### src/rtl/ram_stream_reader_if.sv
//==============================================================================
// Module      : ram_stream_reader_if
// Description : Bundles the control, RAM read-port and output-stream signals of
//               ram_stream_reader.
//               master modport : the reader (drives ram_addr, out_*, busy, done)
//               slave modport  : the surroundings (drive start, base_addr,
//                                length, ram_rdata, out_ready)
//               Signals:
//                 start      1-cycle burst request
//                 base_addr  first RAM address of the burst
//                 length     number of words in the burst
//                 ram_addr   RAM read-port address
//                 ram_rdata  RAM read data (combinational from ram_addr)
//                 out_data   stream byte
//                 out_valid  stream byte valid
//                 out_ready  downstream ready
//                 busy       burst in progress
//                 done       1-cycle end-of-burst pulse
// Revision    : 1.0 - initial release
//==============================================================================
`default_nettype none

interface ram_stream_reader_if #(
    parameter int ADDR_W = 8,
    parameter int LEN_W  = 9
);
    logic              start;
    logic [ADDR_W-1:0] base_addr;
    logic [LEN_W-1:0]  length;
    logic [ADDR_W-1:0] ram_addr;
    logic [7:0]        ram_rdata;
    logic [7:0]        out_data;
    logic              out_valid;
    logic              out_ready;
    logic              busy;
    logic              done;

    modport master (
        input  start, base_addr, length, ram_rdata, out_ready,
        output ram_addr, out_data, out_valid, busy, done
    );

    modport slave (
        output start, base_addr, length, ram_rdata, out_ready,
        input  ram_addr, out_data, out_valid, busy, done
    );
endinterface

`default_nettype wire

### src/rtl/ram_stream_reader.sv
//==============================================================================
// Module      : ram_stream_reader
// Description : Read-side initiator for a DEPTH-word, 8-bit RAM. A start pulse
//               in IDLE launches a burst of `length` reads from `base_addr`,
//               wrapping modulo DEPTH; each byte is presented on a valid/ready
//               stream. Two cycles per byte with the sink always ready.
//               Optional feature (macro CHECKSUM_EN): after the data bytes,
//               one extra byte equal to the two's complement of the 8-bit
//               sum of the data bytes is sent. Zero-length bursts send nothing.
// Ports       : clock  - system clock, rising edge
//               reset  - synchronous, active-high
//               sif    - ram_stream_reader_if.master (control, RAM port,
//                        output stream, status)
// Revision    : 1.0 - initial release
//==============================================================================
`default_nettype none

module ram_stream_reader #(
    parameter int ADDR_W = 8,
    parameter int DEPTH  = 16,
    parameter int LEN_W  = 9
) (
    input  wire                 clock,
    input  wire                 reset,
    ram_stream_reader_if.master sif
);

    localparam logic [2:0] c_IDLE  = 3'd0;
    localparam logic [2:0] c_FETCH = 3'd1;
    localparam logic [2:0] c_SEND  = 3'd2;
`ifdef CHECKSUM_EN
    localparam logic [2:0] c_TAIL  = 3'd3;
`endif
    localparam logic [2:0] c_DONE  = 3'd4;

    // DEPTH is a power of two, so wrapping is a mask.
    localparam logic [ADDR_W-1:0] c_ADDR_MASK = ADDR_W'(DEPTH - 1);

    logic [2:0]        r_state_q,     w_state_d;
    logic [ADDR_W-1:0] r_ram_addr_q,  w_ram_addr_d;
    logic [LEN_W-1:0]  r_remaining_q, w_remaining_d;
    logic [7:0]        r_out_data_q,  w_out_data_d;
    logic              r_out_valid_q, w_out_valid_d;
    logic              r_busy_q,      w_busy_d;
    logic              r_done_q,      w_done_d;
`ifdef CHECKSUM_EN
    logic [7:0]        r_sum_q,       w_sum_d;
    logic [7:0]        w_sum_next;
`endif

    logic w_handshake;
    logic w_last;

    assign w_handshake = r_out_valid_q && sif.out_ready;
    assign w_last      = (r_remaining_q == LEN_W'(1));
`ifdef CHECKSUM_EN
    assign w_sum_next  = r_sum_q + r_out_data_q;
`endif

    // State and datapath registers
    always_ff @(posedge clock) begin
        if (reset) begin
            r_state_q     <= c_IDLE;
            r_ram_addr_q  <= '0;
            r_remaining_q <= '0;
            r_out_data_q  <= '0;
            r_out_valid_q <= 1'b0;
            r_busy_q      <= 1'b0;
            r_done_q      <= 1'b0;
`ifdef CHECKSUM_EN
            r_sum_q       <= '0;
`endif
        end else begin
            r_state_q     <= w_state_d;
            r_ram_addr_q  <= w_ram_addr_d;
            r_remaining_q <= w_remaining_d;
            r_out_data_q  <= w_out_data_d;
            r_out_valid_q <= w_out_valid_d;
            r_busy_q      <= w_busy_d;
            r_done_q      <= w_done_d;
`ifdef CHECKSUM_EN
            r_sum_q       <= w_sum_d;
`endif
        end
    end

    // Next-state logic
    always_comb begin
        w_state_d = r_state_q;
        case (r_state_q)
            c_IDLE: begin
                if (sif.start) begin
                    w_state_d = (sif.length == '0) ? c_DONE : c_FETCH;
                end
            end
            c_FETCH: w_state_d = c_SEND;
            c_SEND: begin
                if (w_handshake) begin
`ifdef CHECKSUM_EN
                    w_state_d = w_last ? c_TAIL : c_FETCH;
`else
                    w_state_d = w_last ? c_DONE : c_FETCH;
`endif
                end
            end
`ifdef CHECKSUM_EN
            c_TAIL: begin
                if (w_handshake) begin
                    w_state_d = c_DONE;
                end
            end
`endif
            c_DONE:  w_state_d = c_IDLE;
            default: w_state_d = c_IDLE;
        endcase
    end

    // Output / datapath next values. done and busy are registered, so they
    // are set on the transition into DONE and cleared on the way out.
    always_comb begin
        w_ram_addr_d  = r_ram_addr_q;
        w_remaining_d = r_remaining_q;
        w_out_data_d  = r_out_data_q;
        w_out_valid_d = r_out_valid_q;
        w_busy_d      = r_busy_q;
        w_done_d      = 1'b0;
`ifdef CHECKSUM_EN
        w_sum_d       = r_sum_q;
`endif
        case (r_state_q)
            c_IDLE: begin
                if (sif.start) begin
                    w_ram_addr_d  = sif.base_addr & c_ADDR_MASK;
                    w_remaining_d = sif.length;
                    w_busy_d      = 1'b1;
                    w_done_d      = (sif.length == '0);
`ifdef CHECKSUM_EN
                    w_sum_d       = '0;
`endif
                end
            end
            c_FETCH: begin
                w_out_data_d  = sif.ram_rdata;
                w_out_valid_d = 1'b1;
            end
            c_SEND: begin
                if (w_handshake) begin
                    w_out_valid_d = 1'b0;
                    w_remaining_d = r_remaining_q - LEN_W'(1);
`ifdef CHECKSUM_EN
                    w_sum_d       = w_sum_next;
`endif
                    if (w_last) begin
`ifdef CHECKSUM_EN
                        // Checksum byte follows immediately; the sum must
                        // include the byte completing in this cycle.
                        w_out_data_d  = 8'd0 - w_sum_next;
                        w_out_valid_d = 1'b1;
`else
                        w_done_d      = 1'b1;
`endif
                    end else begin
                        w_ram_addr_d = (r_ram_addr_q + ADDR_W'(1)) & c_ADDR_MASK;
                    end
                end
            end
`ifdef CHECKSUM_EN
            c_TAIL: begin
                if (w_handshake) begin
                    w_out_valid_d = 1'b0;
                    w_done_d      = 1'b1;
                end
            end
`endif
            c_DONE: w_busy_d = 1'b0;
            default: begin
                w_out_valid_d = 1'b0;
                w_busy_d      = 1'b0;
            end
        endcase
    end

    assign sif.ram_addr  = r_ram_addr_q;
    assign sif.out_data  = r_out_data_q;
    assign sif.out_valid = r_out_valid_q;
    assign sif.busy      = r_busy_q;
    assign sif.done      = r_done_q;

endmodule

`default_nettype wire

### src/flat_wrapper.sv
// flat-port wrapper written by rule: the top's interface ports become plain ports
module ram_stream_reader_flat 
#(
    parameter int ADDR_W = 8,
    parameter int DEPTH  = 16,
    parameter int LEN_W  = 9
)
  (clock, reset, sif_start, sif_base_addr, sif_length, sif_ram_rdata, sif_out_ready, sif_ram_addr, sif_out_data, sif_out_valid, sif_busy, sif_done);
  ram_stream_reader_if #(.ADDR_W(ADDR_W), .LEN_W(LEN_W)) sif_i ();
  input  wire clock;
  input  wire reset;
  input wire logic [$bits(sif_i.start)-1:0] sif_start;
  input wire logic [$bits(sif_i.base_addr)-1:0] sif_base_addr;
  input wire logic [$bits(sif_i.length)-1:0] sif_length;
  input wire logic [$bits(sif_i.ram_rdata)-1:0] sif_ram_rdata;
  input wire logic [$bits(sif_i.out_ready)-1:0] sif_out_ready;
  output wire logic [$bits(sif_i.ram_addr)-1:0] sif_ram_addr;
  output wire logic [$bits(sif_i.out_data)-1:0] sif_out_data;
  output wire logic [$bits(sif_i.out_valid)-1:0] sif_out_valid;
  output wire logic [$bits(sif_i.busy)-1:0] sif_busy;
  output wire logic [$bits(sif_i.done)-1:0] sif_done;
  assign sif_i.start = sif_start;
  assign sif_i.base_addr = sif_base_addr;
  assign sif_i.length = sif_length;
  assign sif_i.ram_rdata = sif_ram_rdata;
  assign sif_i.out_ready = sif_out_ready;
  assign sif_ram_addr = sif_i.ram_addr;
  assign sif_out_data = sif_i.out_data;
  assign sif_out_valid = sif_i.out_valid;
  assign sif_busy = sif_i.busy;
  assign sif_done = sif_i.done;
  ram_stream_reader #(.ADDR_W(ADDR_W), .DEPTH(DEPTH), .LEN_W(LEN_W)) u_core (.clock(clock), .reset(reset), .sif(sif_i));
endmodule
### config.mk
export PLATFORM = sky130hd
export DESIGN_NAME = ram_stream_reader_flat
export DESIGN_NICKNAME = d
export VERILOG_FILES = /design/src/rtl/ram_stream_reader_if.sv /design/src/rtl/ram_stream_reader.sv /design/src/flat_wrapper.sv
export SDC_FILE = /design/constraint.sdc
export NUM_CORES = 1
export LEC_CHECK = 0
export BUFFER_PORTS_ARGS = -buffer_cell sky130_fd_sc_hd__buf_2
export CORE_UTILIZATION = 26
export CTS_BUF_LIST = sky130_fd_sc_hd__clkbuf_16
export DETAILED_ROUTE_END_ITERATION = 7
export GPL_TIMING_DRIVEN = 1
export SYNTH_ARGS = -nofsm -noshare
export SYNTH_HDL_FRONTEND = slang
export SYNTH_SLANG_ARGS = --single-unit
export TNS_END_PERCENT = 5
### constraint.sdc
create_clock -name clock -period 4.88 [get_ports clock]
set_input_delay 0.976 -clock clock [delete_from_list [all_inputs] [get_ports clock]]
set_output_delay 0.976 -clock clock [all_outputs]
set_load 0.1 [all_outputs]
==> impl_metrics.yaml <==
worst_setup_path:
  timing.critical_path.required_ps: 5010
  critical_path_class: "flip-flop to flip-flop"
  ff2ff_path_depth: 5
  rrSetupSlack_ps: 2700
  nature_of_the_critical_path_endpoint: "flip-flop"
  critPathMaxStageDelay_ps: 810
  critPathLaunchType: "flip-flop"
  timing.critical_path.cells: "inv_1 -> nor2_2 -> mux2_2 -> a22oi_1 -> nor2_1"
  rr_startpoint: "u_core.r_state_q[1]"
  critical_path.max_fanout: 23
  slowest_stage: "sky130_fd_sc_hd__dfxtp_1"
  cp.arrival_ps: 2310
  reg2reg_to: "u_core.r_remaining_q[4]"
floorplanning:
  die-height_um: 75.8
  die_area_mm2: 0.00575
  row_count: 26
  design.portCount: 48
  placeableCoreArea_mm2: 0.00517
  chipWidth_um: 75.8
  floorplan.initialDensity_pct: 27.4
clock_tree:
  maximum_buffer_depth_of_the_clock_tree: 2
  h-tree-depth: 1
  clock_insertion_delay_worst_skew_ps: 260
  cts_hold_buf: 0
  cts.sink_count: 27
  cts_repair_resize_count: 0
  post-cts-setup-buffer-count: 0
  cts_tree: "yes"
  clk_pin_slew_ps: 70
  cts-root-buf: "sky130_fd_sc_hd__clkbuf_16"
  cts_inserted_buffers: 3
yosys:
  yosysUniqueCellTypes: 45
  synth-async-reset-ratio_pct: 0
  synthesis.instances: 176
  syn_area_mm2: 0.00142
  synth_warnings: 0
  flip_flop_and_latch_count_after_synthesis: 27
  synthesized_area_per_cell_um2: 8.05
  yosys_most_used_dff: "sky130_fd_sc_hd__dfxtp_1"
  synth_edf_count: 0
  ys_seq_area_share_pct: 38.2
detailed_routing:
  highest-signal-layer: "met4"
  detail_route.wl_per_cell_um: 11.8
  first_pass_iteration_count_of_the_detailed_router: 4
  route.met3.wl_um: 200
  via_per_inst: 4.70
  postRouteWirelength_mm: 3.29
  met2_wirelength_mm: 1.40
  route.vias.total: 1315
  final_antenna_violating_net_count: 0
  remaining_drc_errors: 0
  met1Wirelength_mm: 1.67
  first_iter_violations: 53
hold_path:
  worstHoldEndpoint: "u_core.r_remaining_q[1]"
  startpoint_of_the_tightest_hold_check_path: "u_core.r_remaining_q[1]"
  hold_depth: 2
  hold_class: "flip-flop to flip-flop"
place:
  hpwlAfterDp_mm: 2.36
  numPortBuffers: 39
  dp_cells: 276
  gpl.final_weighted_congestion: 0.773
timing:
  finalCriticalPeriod_ps: 2180
  timing.clock.skew_ps: 4.79
  final-max-slew-violation-count: 0
  setup_tns_ps: 0
  max_frequency_mhz: 458
  worstMarginPinSlew_ps: 757
  timing.final.setup_violations: 0
  slew-limit-headroom_pct: 49.5
  rsz_0062_raised_after_global_routing: "false"
  fin_crit_sh_pct: 44.7
  timing_hold_violations_final: 0
run_status:
  result_of_the_run: "finished, final reports clean"
global_routing:
  grt_pass1_wl_mm: 5.16
  grt_antenna_before_repair: 0
  grt-ovfl-total: 0
  grt_usage_pct: 11.9
  largest_net_degree_at_the_start_of_global_routing: 30
  via_count_of_the_first_global_routing_pass: 1083
pwr:
  powerDensity_mw_per_mm2: 362
  share_seq_of_total_power_pct: 41.1
  worst_ir_drop_vdd_uv: 270
  report.power.total_w: 0.000624
  power.share.combinational_pct: 29.4
  power_switching_w: 0.000226
  power_report.internal_total_w: 0.000399
  clkPwrFrac_pct: 29.6
  power.leakage_nw: 0.717
  power.switching_fraction_pct: 36.1
finish:
  filler_cell_count: 575
  post_route_cells_drive_above_1_share_pct: 22.4
  multi_input_area_um2: 801
  insertedDiodeCount: 0
  finish.cell_count_without_fillers: 280
  nets_finish: 243
  ff_latch_area_um2: 541
  area_growth_syn_to_fin_pct: 21.8
flow_run:
  cap_viol_max_count: 0
## power by group through the flow
stage               clock [W]  sequential, W  combinational [W]
floorplan                   0       0.000314          0.0000967
CTS                  0.000194       0.000256           0.000184
global placement            0       0.000261           0.000182
finish               0.000185       0.000256           0.000183
global route         0.000202       0.000260           0.000199
detailed placement          0       0.000261           0.000183
## through the flow
step | utilization, % | hold WS (ps) | worst slack, ps | instance area (µm²)
floorplan | - | 445 | 2760 | 1430
global placement | 31.8 | 466 | 2530 | 1650
detailed placement | 31.8 | 467 | 2520 | 1650
CTS | 33.4 | 477 | 2720 | 1730
global route | 33.4 | 496 | 2490 | 1730
finish | 33.4 | 474 | 2700 | 1730
## routing by layer
| layer | vias up | global-route usage, % |
|---|---|---|
| li1 | 693 | - |
| met1 | 576 | 17.0 |
| met2 | 44 | 18.0 |
| met3 | 2 | 2.78 |
| met4 | 0 | 3.09 |
| met5 | - | 0 |
## registers in the layout, indices dropped and copies added, names as in the netlist
name	count
u_core.r_state_q	3
u_core.sif.out_data	8
u_core.sif.out_valid	1
u_core.r_remaining_q	9
u_core.sif.busy	1
u_core.sif.done	1
u_core.sif.ram_addr	4
## area by class of cell
class | instances | share of cell area (%)
multi-input combinational | 134 | 46.4
sequential | 27 | 31.3
timing repair buffer | 39 | 11.3
tap | 70 | 5.08
clock buffer | 3 | 4.35
inverter | 6 | 1.31
clock inverter | 1 | 0.218
## cell usage after synthesis, types with 2 or more instances
library cell | n | share of area (%)
sky130_fd_sc_hd__a21o_1 | 3 | 1.6
sky130_fd_sc_hd__a21oi_1 | 14 | 4.9
sky130_fd_sc_hd__a221oi_1 | 2 | 1.2
sky130_fd_sc_hd__a31oi_1 | 2 | 0.88
sky130_fd_sc_hd__buf_2 | 3 | 1.1
sky130_fd_sc_hd__buf_4 | 4 | 2.1
sky130_fd_sc_hd__clkbuf_1 | 4 | 1.1
sky130_fd_sc_hd__dfxtp_1 | 27 | 38
sky130_fd_sc_hd__ha_1 | 3 | 2.7
sky130_fd_sc_hd__inv_1 | 6 | 1.6
sky130_fd_sc_hd__mux2i_1 | 8 | 5.7
sky130_fd_sc_hd__nand2_1 | 16 | 4.2
sky130_fd_sc_hd__nand2b_1 | 5 | 2.2
sky130_fd_sc_hd__nand3_1 | 5 | 1.8
sky130_fd_sc_hd__nor2_1 | 25 | 6.6
sky130_fd_sc_hd__nor2b_1 | 2 | 0.88
sky130_fd_sc_hd__nor3_1 | 9 | 3.2
sky130_fd_sc_hd__nor4_1 | 3 | 1.3
sky130_fd_sc_hd__o21a_1 | 2 | 1.1
sky130_fd_sc_hd__o21ai_0 | 4 | 1.4
sky130_fd_sc_hd__o22ai_1 | 3 | 1.3
sky130_fd_sc_hd__o32ai_1 | 2 | 1.2
sky130_fd_sc_hd__or3_1 | 2 | 0.88
## cell families (layout without fill, tap and decap cells)
kind of cell | after synthesis | after routing | synth area share [%]
flip-flops | 27 | 27 | 38.2
buffers and inverters | 18 | 49 | 6.09
adder cells (fa/ha/maj) | 3 | 3 | 2.65
AO/OA/AOI/OAI | 40 | 40 | 18.6
multiplexers | 9 | 9 | 6.45
XOR/XNOR | 1 | 1 | 0.618
AND/OR/NAND/NOR | 77 | 77 | 27.1
other | 1 | 4 | 0.265
## layout by cell type (no fill, tap or decap), types with 5 or more instances in the layout
master                     synthesis  final
sky130_fd_sc_hd__buf_2             3     39
sky130_fd_sc_hd__dfxtp_1          27     27
sky130_fd_sc_hd__nor2_1           25     25
sky130_fd_sc_hd__nand2_1          16     16
sky130_fd_sc_hd__a21oi_1          14     14
sky130_fd_sc_hd__nor3_1            9      9
sky130_fd_sc_hd__mux2i_1           8      8
sky130_fd_sc_hd__inv_1             6      7
sky130_fd_sc_hd__nand2b_1          5      5
sky130_fd_sc_hd__nand3_1           5      5
## worst max-delay path, delay by kind of cell (launching register included)
family,cells,cell delay (ps)
mux,1,380
simple gates,2,450
buf+inv,1,280
flops,1,810
compound gates,1,130
## worst max-delay path by stage
stage,from,slack (ps),endpoint,depth (start not counted)
final,u_core.r_state_q[1],2700,u_core.r_remaining_q[4],5
after detailed placement,sif_start,2520,u_core.r_remaining_q[5],6
after floorplan,u_core.sif.out_valid,2760,u_core.r_remaining_q[2],6
after global placement,sif_start,2530,u_core.r_remaining_q[5],6
after global routing,u_core.r_state_q[1],2490,u_core.r_remaining_q[5],5
after CTS,u_core.r_state_q[1],2720,u_core.r_remaining_q[4],5
(Power assumes the default switching activity.)
